## config.mk

```make
export PLATFORM = sky130hd
export DESIGN_NAME = multicycle_control_unit_flat
export DESIGN_NICKNAME = d
export VERILOG_FILES = /design/src/rtl/multicycle_control_unit_if.sv /design/src/rtl/multicycle_control_unit.sv /design/src/flat_wrapper.sv
export SDC_FILE = /design/constraint.sdc
export NUM_CORES = 1
export LEC_CHECK = 0
export BUFFER_PORTS_ARGS = -buffer_cell sky130_fd_sc_hd__buf_2
export CAP_MARGIN = 25
export CORE_AREA = 2 2 46 52
export CTS_CLUSTER_SIZE = 8
export DETAILED_ROUTE_END_ITERATION = 12
export DIE_AREA = 0 0 48 54
export GPL_TIMING_DRIVEN = 0
export PLACE_DENSITY = 0.7
export SLEW_MARGIN = 10
export SYNTH_ARGS = -nofsm -noshare
export SYNTH_HDL_FRONTEND = slang
export SYNTH_SLANG_ARGS = --single-unit
```

## constraint.sdc

```tcl
create_clock -name clk -period 3.5 [get_ports clk]
set_clock_uncertainty 0.05 [all_clocks]
set_input_delay 1.05 -clock clk [delete_from_list [all_inputs] [get_ports clk]]
set_output_delay 1.05 -clock clk [all_outputs]
set_load 0.02 [all_outputs]
```

## src/rtl/multicycle_control_unit_if.sv

```systemverilog
// -----------------------------------------------------------------------------
// multicycle_control_unit_if
//
// Bundle of every signal exchanged between the multi-cycle control unit and
// the shared datapath / unified memory port.
//
//   master : the control unit (drives datapath enables, samples IR/flags)
//   slave  : the datapath + memory side (drives opcode/zero/mem_ready)
//
// Signals
//   opcode     IR[6:0], valid from DECODE onward
//   zero       ALU zero flag
//   mem_ready  memory completes the current access this cycle
//   mem_req    memory access request
//   mem_we     write (1) / read (0) qualifier for mem_req
//   i_or_d     memory address select: 0 = PC, 1 = ALUOut
//   ir_write   load IR from memory read data
//   pc_write   PC update enable
//   pc_src     PC source: 0 = ALU result, 1 = ALUOut
//   alu_src_a  ALU A: 00 = PC, 01 = reg A, 10 = old PC
//   alu_src_b  ALU B: 00 = reg B, 01 = constant 4, 10 = immediate
//   alu_op     00 add, 01 sub, 10 R-funct, 11 I-funct (upper bits always 0)
//   reg_write  register-file write enable
//   mem_to_reg write-back source: 1 = MDR, 0 = ALUOut
//   illegal    sticky: unsupported opcode decoded
//   fault      sticky: memory watchdog expired
//   state_o    current state encoding, for debug
// -----------------------------------------------------------------------------
interface multicycle_control_unit_if #(
    parameter int ALU_OP_W = 2
);
    logic [6:0]          opcode;
    logic                zero;
    logic                mem_ready;
    logic                mem_req;
    logic                mem_we;
    logic                i_or_d;
    logic                ir_write;
    logic                pc_write;
    logic                pc_src;
    logic [1:0]          alu_src_a;
    logic [1:0]          alu_src_b;
    logic [ALU_OP_W-1:0] alu_op;
    logic                reg_write;
    logic                mem_to_reg;
    logic                illegal;
    logic                fault;
    logic [3:0]          state_o;

    modport master (
        input  opcode, zero, mem_ready,
        output mem_req, mem_we, i_or_d, ir_write, pc_write, pc_src,
               alu_src_a, alu_src_b, alu_op, reg_write, mem_to_reg,
               illegal, fault, state_o
    );

    modport slave (
        output opcode, zero, mem_ready,
        input  mem_req, mem_we, i_or_d, ir_write, pc_write, pc_src,
               alu_src_a, alu_src_b, alu_op, reg_write, mem_to_reg,
               illegal, fault, state_o
    );
endinterface

```

## src/rtl/multicycle_control_unit.sv

```systemverilog
// -----------------------------------------------------------------------------
// multicycle_control_unit
//
// Multi-cycle RISC-V control FSM. Sequences each instruction through
// FETCH / DECODE / execute / memory / write-back and drives one set of
// datapath enables per cycle. Supports R-type, LD, SD and BEQ; OP-IMM is
// optional. A watchdog halts the FSM if a memory access stalls too long.
//
// Parameters
//   ALU_OP_W  width of alu_op (>= 2); bits above [1:0] are driven 0
//   MAX_WAIT  stall cycles allowed per memory access before fault; 0 = off
//
// Ports
//   clk   system clock, all state on the rising edge
//   rst   synchronous active-high reset
//   bus   multicycle_control_unit_if.master (see interface file)
//
// Build option
//   CU_OP_IMM_EN  when defined, opcode 0010011 executes via EXEC_I;
//                 otherwise it is treated as illegal.
// -----------------------------------------------------------------------------
module multicycle_control_unit #(
    parameter int ALU_OP_W = 2,
    parameter int MAX_WAIT = 15
) (
    input  logic                      clk,
    input  logic                      rst,
    multicycle_control_unit_if.master bus
);

    localparam logic [6:0] OP_R     = 7'b0110011;
    localparam logic [6:0] OP_LOAD  = 7'b0000011;
    localparam logic [6:0] OP_STORE = 7'b0100011;
    localparam logic [6:0] OP_BEQ   = 7'b1100011;
`ifdef CU_OP_IMM_EN
    localparam logic [6:0] OP_IMM   = 7'b0010011;
`endif

    // Counter wide enough to hold MAX_WAIT; one extra bit on the compare
    // path so the increment never wraps before being matched.
    localparam int WAIT_W = (MAX_WAIT < 2) ? 1 : $clog2(MAX_WAIT + 1);
    localparam int CNT_W  = WAIT_W + 1;
    localparam logic [CNT_W-1:0] MAX_WAIT_C = CNT_W'(MAX_WAIT);

    typedef enum logic [3:0] {
        S_FETCH  = 4'd0,
        S_DECODE = 4'd1,
        S_EXEC_R = 4'd2,
        S_ADDR   = 4'd3,
        S_MEM_RD = 4'd4,
        S_MEM_WR = 4'd5,
        S_WB_MEM = 4'd6,
        S_WB_ALU = 4'd7,
        S_BRANCH = 4'd8,
`ifdef CU_OP_IMM_EN
        S_EXEC_I = 4'd9,
`endif
        S_HALT   = 4'd15
    } state_t;

    state_t            state_q, state_d;
    logic [WAIT_W-1:0] wait_q, wait_d;
    logic              illegal_q, illegal_d;
    logic              fault_q, fault_d;

    logic              mem_state;
    logic [CNT_W-1:0]  wait_next_cnt;
    logic              wd_expire;

    logic              mem_req, mem_we, i_or_d, ir_write, pc_write, pc_src;
    logic              reg_write, mem_to_reg;
    logic [1:0]        alu_src_a, alu_src_b, alu_op2;

    // Watchdog: wait_q counts stall cycles already spent on the current
    // access. Expiry fires on the stall cycle that would bring the count to
    // MAX_WAIT; a mem_ready in that same cycle wins because expiry requires
    // mem_ready=0.
    assign mem_state     = (state_q == S_FETCH) || (state_q == S_MEM_RD) ||
                           (state_q == S_MEM_WR);
    assign wait_next_cnt = {1'b0, wait_q} + CNT_W'(1);
    assign wd_expire     = (MAX_WAIT != 0) && mem_state && !bus.mem_ready &&
                           (wait_next_cnt == MAX_WAIT_C);

    always_ff @(posedge clk) begin
        if (rst) begin
            state_q   <= S_FETCH;
            wait_q    <= '0;
            illegal_q <= 1'b0;
            fault_q   <= 1'b0;
        end else begin
            state_q   <= state_d;
            wait_q    <= wait_d;
            illegal_q <= illegal_d;
            fault_q   <= fault_d;
        end
    end

    always_comb begin
        state_d    = state_q;
        wait_d     = '0;
        illegal_d  = illegal_q;
        fault_d    = fault_q;
        mem_req    = 1'b0;
        mem_we     = 1'b0;
        i_or_d     = 1'b0;
        ir_write   = 1'b0;
        pc_write   = 1'b0;
        pc_src     = 1'b0;
        alu_src_a  = 2'b00;
        alu_src_b  = 2'b00;
        alu_op2    = 2'b00;
        reg_write  = 1'b0;
        mem_to_reg = 1'b0;

        // Any stall cycle in a memory state advances the counter; every other
        // cycle (completion, non-memory state) leaves it cleared, which makes
        // it zero on entry to the next memory state.
        if (mem_state && !bus.mem_ready && (MAX_WAIT != 0)) begin
            wait_d = wait_next_cnt[WAIT_W-1:0];
        end

        case (state_q)
            S_FETCH: begin
                mem_req   = 1'b1;
                alu_src_b = 2'b01;                 // PC + 4
                if (wd_expire) begin
                    state_d = S_HALT;
                    fault_d = 1'b1;
                end else if (bus.mem_ready) begin
                    ir_write = 1'b1;
                    pc_write = 1'b1;
                    state_d  = S_DECODE;
                end
            end
            S_DECODE: begin
                alu_src_a = 2'b10;                 // old PC + imm -> ALUOut
                alu_src_b = 2'b10;
                case (bus.opcode)
                    OP_R:               state_d = S_EXEC_R;
                    OP_LOAD, OP_STORE:  state_d = S_ADDR;
                    OP_BEQ:             state_d = S_BRANCH;
`ifdef CU_OP_IMM_EN
                    OP_IMM:             state_d = S_EXEC_I;
`endif
                    default: begin
                        state_d   = S_HALT;
                        illegal_d = 1'b1;
                    end
                endcase
            end
            S_EXEC_R: begin
                alu_src_a = 2'b01;
                alu_src_b = 2'b00;
                alu_op2   = 2'b10;
                state_d   = S_WB_ALU;
            end
`ifdef CU_OP_IMM_EN
            S_EXEC_I: begin
                alu_src_a = 2'b01;
                alu_src_b = 2'b10;
                alu_op2   = 2'b11;
                state_d   = S_WB_ALU;
            end
`endif
            S_ADDR: begin
                alu_src_a = 2'b01;
                alu_src_b = 2'b10;
                state_d   = (bus.opcode == OP_STORE) ? S_MEM_WR : S_MEM_RD;
            end
            S_MEM_RD: begin
                mem_req = 1'b1;
                i_or_d  = 1'b1;
                if (wd_expire) begin
                    state_d = S_HALT;
                    fault_d = 1'b1;
                end else if (bus.mem_ready) begin
                    state_d = S_WB_MEM;
                end
            end
            S_MEM_WR: begin
                mem_req = 1'b1;
                mem_we  = 1'b1;
                i_or_d  = 1'b1;
                if (wd_expire) begin
                    state_d = S_HALT;
                    fault_d = 1'b1;
                end else if (bus.mem_ready) begin
                    state_d = S_FETCH;
                end
            end
            S_WB_MEM: begin
                reg_write  = 1'b1;
                mem_to_reg = 1'b1;
                state_d    = S_FETCH;
            end
            S_WB_ALU: begin
                reg_write = 1'b1;
                state_d   = S_FETCH;
            end
            S_BRANCH: begin
                alu_src_a = 2'b01;
                alu_src_b = 2'b00;
                alu_op2   = 2'b01;                 // A - B sets zero
                pc_src    = 1'b1;
                pc_write  = bus.zero;              // taken only when equal
                state_d   = S_FETCH;
            end
            S_HALT: begin
                state_d = S_HALT;                  // only rst leaves HALT
            end
            default: begin
                state_d = S_FETCH;
            end
        endcase
    end

    assign bus.mem_req    = mem_req;
    assign bus.mem_we     = mem_we;
    assign bus.i_or_d     = i_or_d;
    assign bus.ir_write   = ir_write;
    assign bus.pc_write   = pc_write;
    assign bus.pc_src     = pc_src;
    assign bus.alu_src_a  = alu_src_a;
    assign bus.alu_src_b  = alu_src_b;
    assign bus.alu_op     = ALU_OP_W'(alu_op2);
    assign bus.reg_write  = reg_write;
    assign bus.mem_to_reg = mem_to_reg;
    assign bus.illegal    = illegal_q;
    assign bus.fault      = fault_q;
    assign bus.state_o    = state_q;

endmodule

```

## src/flat_wrapper.sv

```systemverilog
// flat-port wrapper written by rule: the top's interface ports become plain ports
module multicycle_control_unit_flat 
#(
    parameter int ALU_OP_W = 2,
    parameter int MAX_WAIT = 15
)
  (clk, rst, bus_opcode, bus_zero, bus_mem_ready, bus_mem_req, bus_mem_we, bus_i_or_d, bus_ir_write, bus_pc_write, bus_pc_src, bus_alu_src_a, bus_alu_src_b, bus_alu_op, bus_reg_write, bus_mem_to_reg, bus_illegal, bus_fault, bus_state_o);
  multicycle_control_unit_if #(.ALU_OP_W(ALU_OP_W)) bus_i ();
  input  logic clk;
  input  logic rst;
  input wire logic [$bits(bus_i.opcode)-1:0] bus_opcode;
  input wire logic [$bits(bus_i.zero)-1:0] bus_zero;
  input wire logic [$bits(bus_i.mem_ready)-1:0] bus_mem_ready;
  output wire logic [$bits(bus_i.mem_req)-1:0] bus_mem_req;
  output wire logic [$bits(bus_i.mem_we)-1:0] bus_mem_we;
  output wire logic [$bits(bus_i.i_or_d)-1:0] bus_i_or_d;
  output wire logic [$bits(bus_i.ir_write)-1:0] bus_ir_write;
  output wire logic [$bits(bus_i.pc_write)-1:0] bus_pc_write;
  output wire logic [$bits(bus_i.pc_src)-1:0] bus_pc_src;
  output wire logic [$bits(bus_i.alu_src_a)-1:0] bus_alu_src_a;
  output wire logic [$bits(bus_i.alu_src_b)-1:0] bus_alu_src_b;
  output wire logic [$bits(bus_i.alu_op)-1:0] bus_alu_op;
  output wire logic [$bits(bus_i.reg_write)-1:0] bus_reg_write;
  output wire logic [$bits(bus_i.mem_to_reg)-1:0] bus_mem_to_reg;
  output wire logic [$bits(bus_i.illegal)-1:0] bus_illegal;
  output wire logic [$bits(bus_i.fault)-1:0] bus_fault;
  output wire logic [$bits(bus_i.state_o)-1:0] bus_state_o;
  assign bus_i.opcode = bus_opcode;
  assign bus_i.zero = bus_zero;
  assign bus_i.mem_ready = bus_mem_ready;
  assign bus_mem_req = bus_i.mem_req;
  assign bus_mem_we = bus_i.mem_we;
  assign bus_i_or_d = bus_i.i_or_d;
  assign bus_ir_write = bus_i.ir_write;
  assign bus_pc_write = bus_i.pc_write;
  assign bus_pc_src = bus_i.pc_src;
  assign bus_alu_src_a = bus_i.alu_src_a;
  assign bus_alu_src_b = bus_i.alu_src_b;
  assign bus_alu_op = bus_i.alu_op;
  assign bus_reg_write = bus_i.reg_write;
  assign bus_mem_to_reg = bus_i.mem_to_reg;
  assign bus_illegal = bus_i.illegal;
  assign bus_fault = bus_i.fault;
  assign bus_state_o = bus_i.state_o;
  multicycle_control_unit #(.ALU_OP_W(ALU_OP_W), .MAX_WAIT(MAX_WAIT)) u_core (.clk(clk), .rst(rst), .bus(bus_i));
endmodule
```

# Word-level counts from Yosys, hierarchy flattened

Index checks and enable logic that the tools add are counted.

Register bits: 10
Bits in latches: 0
RAM bits: 0
Memory bits (read-only): 0
Input bits: 11
Output and inout bits: 20
Word-level logic and storage cells: 63
Memories: 0

Add/subtract/negate cells: 1
Multiply operators: 0
Divide/modulo/power cells: 0
Magnitude comparators: 0
Equality and inequality tests: 17
Shift operators: 0
Mux-type cells: 22
Bitwise logic cells: 2
Reduce and logical (&&, ||, !) cells: 17

Operator list:

| operator            | number |
|---|---|
| $pmux 4 s7          | 1 |
| $mux 4              | 6 |
| $eq 4x3->1 const B  | 4 |
| $eq 7x6->1 const B  | 2 |
| $pmux 2 s2          | 3 |
| $pmux 4 s3          | 1 |
| $mux 1              | 10 |
| $reduce_or 2->1     | 5 |
| $ne 3x2->1 const B  | 3 |
| $eq 4x2->1 const B  | 2 |
| $eq 4x4->1 const B  | 2 |
| $eq 7x2->1 const B  | 1 |
| $eq 7x7->1 const B  | 1 |
| $reduce_or 3->1     | 2 |
| $add 4x1->5 const B | 1 |
| $eq 5x4->1 const B  | 1 |
| $eq 4x1->1 const B  | 1 |
| $logic_not 4->1     | 1 |
| $reduce_and 2->1    | 2 |
| $reduce_or 4->1     | 1 |
| $reduce_and 3->1    | 1 |
| $logic_and 1x1->1   | 2 |
| $logic_or 1x1->1    | 2 |
| $not 1->1           | 2 |
| other kinds (2)     | 2 |

# Depth between registers and ports, before layout

Depth in word-level cells: 7
Gate-level depth with buffers: 6
Depth with buffers taken out: 6

# Least setup slack after synthesis

OpenSTA, ideal clock, no wires.

Path type: register to output
Start: register u_core.state_q[0], in the netlist u_core.bus.state_o[0]
End: output port bus_pc_write
Data arrival time: 2.015 ns
Required time: 2.400 ns
Slack: 0.385 ns
Cell stages (with the launch flop): 5
Buffers on the path: 1
Path through: dfxtp_1 -> buf_2 -> nor4_1 -> and2_1 -> a21o_1

Cells in the longest elaborated chain, start to end: 7
Elaborated cells on any way between the ends: 10
Classes of those cells: 3 x eq/ne; 2 x mux; 5 x reduce/logical

Ends and longest elaborated chain:

| item                                          | RTL line                                                      | source |
|---|---|---|
| start, declared                               | multicycle_control_unit.sv:61                                 | `state_t state_q, state_d;` |
| start signal, assigned                        | multicycle_control_unit.sv:91                                 | `state_q <= state_d;` |
| $eq 4x3->1 or $logic_not 4->1 (tied branches) | multicycle_control_unit.sv:78, multicycle_control_unit.sv:122 |  |
| $logic_or 1x1->1 (2 in series)                | multicycle_control_unit.sv:78                                 | `assign mem_state = (state_q == S_FETCH) \|\| (state_q == S_MEM_RD) \|\|` |
| $logic_and 1x1->1 (2 in series)               | multicycle_control_unit.sv:81                                 | `assign wd_expire = (MAX_WAIT != 0) && mem_state && !bus.mem_ready &&` |
| $mux 1                                        | multicycle_control_unit.sv:126                                | `if (wd_expire) begin` |
| $pmux 1 s2 *                                  | multicycle_control_unit.sv:122                                | `case (state_q)` |
| end, declared                                 | flat_wrapper.sv:18                                            | `output wire logic [$bits(bus_i.pc_write)-1:0] bus_pc_write;` |

Mark *: on every way between the ends. The rest lies on a longest branch, timed or not.

# Worst setup path after layout

Ends and elaborated chain as after synthesis.

==> flow_metrics.tcl <==
set metrics [dict create \
    synth_top_area_share 0.278 \
    holdCritPathClass "flop to flop" \
    cts.htree.levels 1 \
    clockRootBuffer "clkbuf_4" \
    tightest_slew_ps 491 \
    hold_viol_final 0 \
    io_pins 31 \
    ctsResizeCount 0 \
    cts_buffers 3 \
    cp-start-kind "flop" \
    overflow 0 \
    drc 0 \
    critical_path_arrival_ps 1730 \
    max_freq_mhz 353 \
    io_buffers 30 \
    antenna_cells 0 \
    setup_viol 0 \
    antenna_left 0 \
    synth.cell_area_um2 721 \
    postPlaceCellArea_um2 908 \
    syn_nets 107 \
    vdd_drop_max_uv 391 \
    cts_hold_buffers 0 \
    track_usage 0.164 \
    fin_util 0.435 \
    grt_pass1_vias 713 \
    insertion_delay_ps 250 \
    cap_violations 0 \
    gp_congestion 0.901 \
    synth_area_leaders "dfxtp_1, nor2_1, a21oi_1" \
    dpl.hpwl_um 1550 \
    cts_tree "built" \
    core_um2 2140 \
    critPathCaptureType "output pin" \
    num_vias 812 \
    async_flop_share 0 \
    cts_buffer_depth 2 \
    power_leakage_uw 0.000454 \
    ys.flop_type "dfxtp_1" \
    finalCriticalPeriod_ps 2830 \
    drive_above_1_share 0.331 \
    fillers 237 \
    design_area_um2 931 \
    wl_per_cell_um 11.7 \
    die-width_um 48 \
    wl_um 1840 \
    grt_pass1_wl_um 2990 \
    cp_data_required_time_ps 2400 \
    rows 18 \
    maxSlewHeadroom 0.669 \
    busiest_layer "met2" \
    fin_hold_ws_ps 419 \
    synth_edf_count 0 \
    clk_transition_reported_paths_ps 60 \
    ys_ff_latch 10 \
    routed_via_density 5.17 \
    report.final.slew_viol_count 0 \
    synth_common_cells "nor2_1, dfxtp_1" \
    postCtsSetupRepairBufs 0 \
    cts_sinks 10 \
    tns_ps 0 \
    use_met2 0.296 \
    synth.most_common_cell "nor2_1" \
    period_share 0.809 \
    use_met1 0.173 \
    synth_cell_types 39 \
    synth_area_per_cell_um2 7.67 \
    post-place-ws_ps 772 \
    synth_top_area_cell "dfxtp_1" \
    antenna_found_initial 0 \
    yosysWarningCount 0 \
    areaGrowthSynthToFinish_pct 29.2 \
    ys_seq_area_frac 0.278 \
    grt_use_met3 0.0638 \
    start_util 0.337 \
    fin_nets 142 \
    drtIter0Drc 10 \
    p_per_area_nw_per_um2 806 \
    fp.dieH_um 54 \
    rsz0062_at_grt "false" \
    die-area_um2 2590 \
    setup_ws_ps 668 \
    status "finished, final reports clean" \
    cp_max_fo 10 \
    path_class "flop to output pin" \
    grt_max_degree 11 \
    firstDrtPassIters 4 \
    postSynthCellCount 94 \
]
worst max-delay path, cell delays in order, from the launching register on:
cell and delay (ps):
dfxtp_1 340, buf_2 190, nor4_1 480, and2_1 220, a21o_1 90, buf_2 160
state kept, by name, summed over array words and instances (netlist names):
name and flops:
u_core.bus.fault 1, u_core.bus.illegal 1, u_core.bus.state_o 4, u_core.wait_q 4
where the power goes:
part           switching [uW]  total [uW]  internal (uW)  leakage, uW
logic                     315         503            188     0.000358
clock network            32.9        72.2           39.4    0.0000138
registers                34.2         175            141    0.0000815
cell type report:
type                       count  area, um^2  share of cell area
multi-input combinational     75         482               0.517
buffer                         4        20.0              0.0215
clock buffer                   3        22.5              0.0242
sequential                    10         200               0.215
inverter                       5        18.8              0.0202
timing repair buffer          30         150               0.161
tap                           30        37.5              0.0403
routing by layer:
layer	wire length, um	up-vias
li1	-	419
met1	746	372
met2	982	19
met3	105	2
met4	10	0
met5	0	-
through the flow:
step           total power (uW)  instances
6_report                    750        157
5_1_grt                     816        157
4_1_cts                     759        157
3_5_place_dp                684        154
3_3_place_gp                676        154
2_1_floorplan               534         94
cell families (layout without fill, tap and decap cells):
family / count (synthesis) / after routing / synth area share
xor gates and xnor gates: 1 / 1 / 0.0122
and+or+nand+nor: 48 / 48 / 0.382
AOI/OAI and AO/OA: 23 / 23 / 0.226
adders and majority gates: 3 / 3 / 0.0486
buffers and inverters: 9 / 42 / 0.0538
DFF: 10 / 10 / 0.278
path summary, 6_finish.rpt:
| kind | from | to | slack (ps) | cells past startpoint |
|---|---|---|---|---|
| worst min-delay path | u_core.bus.fault | u_core.bus.fault | 420 | 2 |
| worst max register to register | u_core.wait_q[0] | u_core.bus.state_o[0] | 1690 | 6 |
| worst max-delay path | u_core.bus.state_o[0] | bus_pc_write | 670 | 5 |
| worst min register to register | u_core.bus.fault | u_core.bus.fault | 420 | 2 |
cell usage in the layout, fill, tap and decap left out, drive strengths merged, types with 2 or more instances in the layout:
master / instances
a21o: 2
a21oi: 5
and2: 4
buf: 34
clkbuf: 3
dfxtp: 10
ha: 2
inv: 5
nand2: 5
nand3: 5
nand4: 2
nor2: 12
nor2b: 3
nor3: 4
nor4: 2
nor4b: 3
o21ai: 5
or2: 2
No activity file was read; power rests on OpenSTA's default activity.
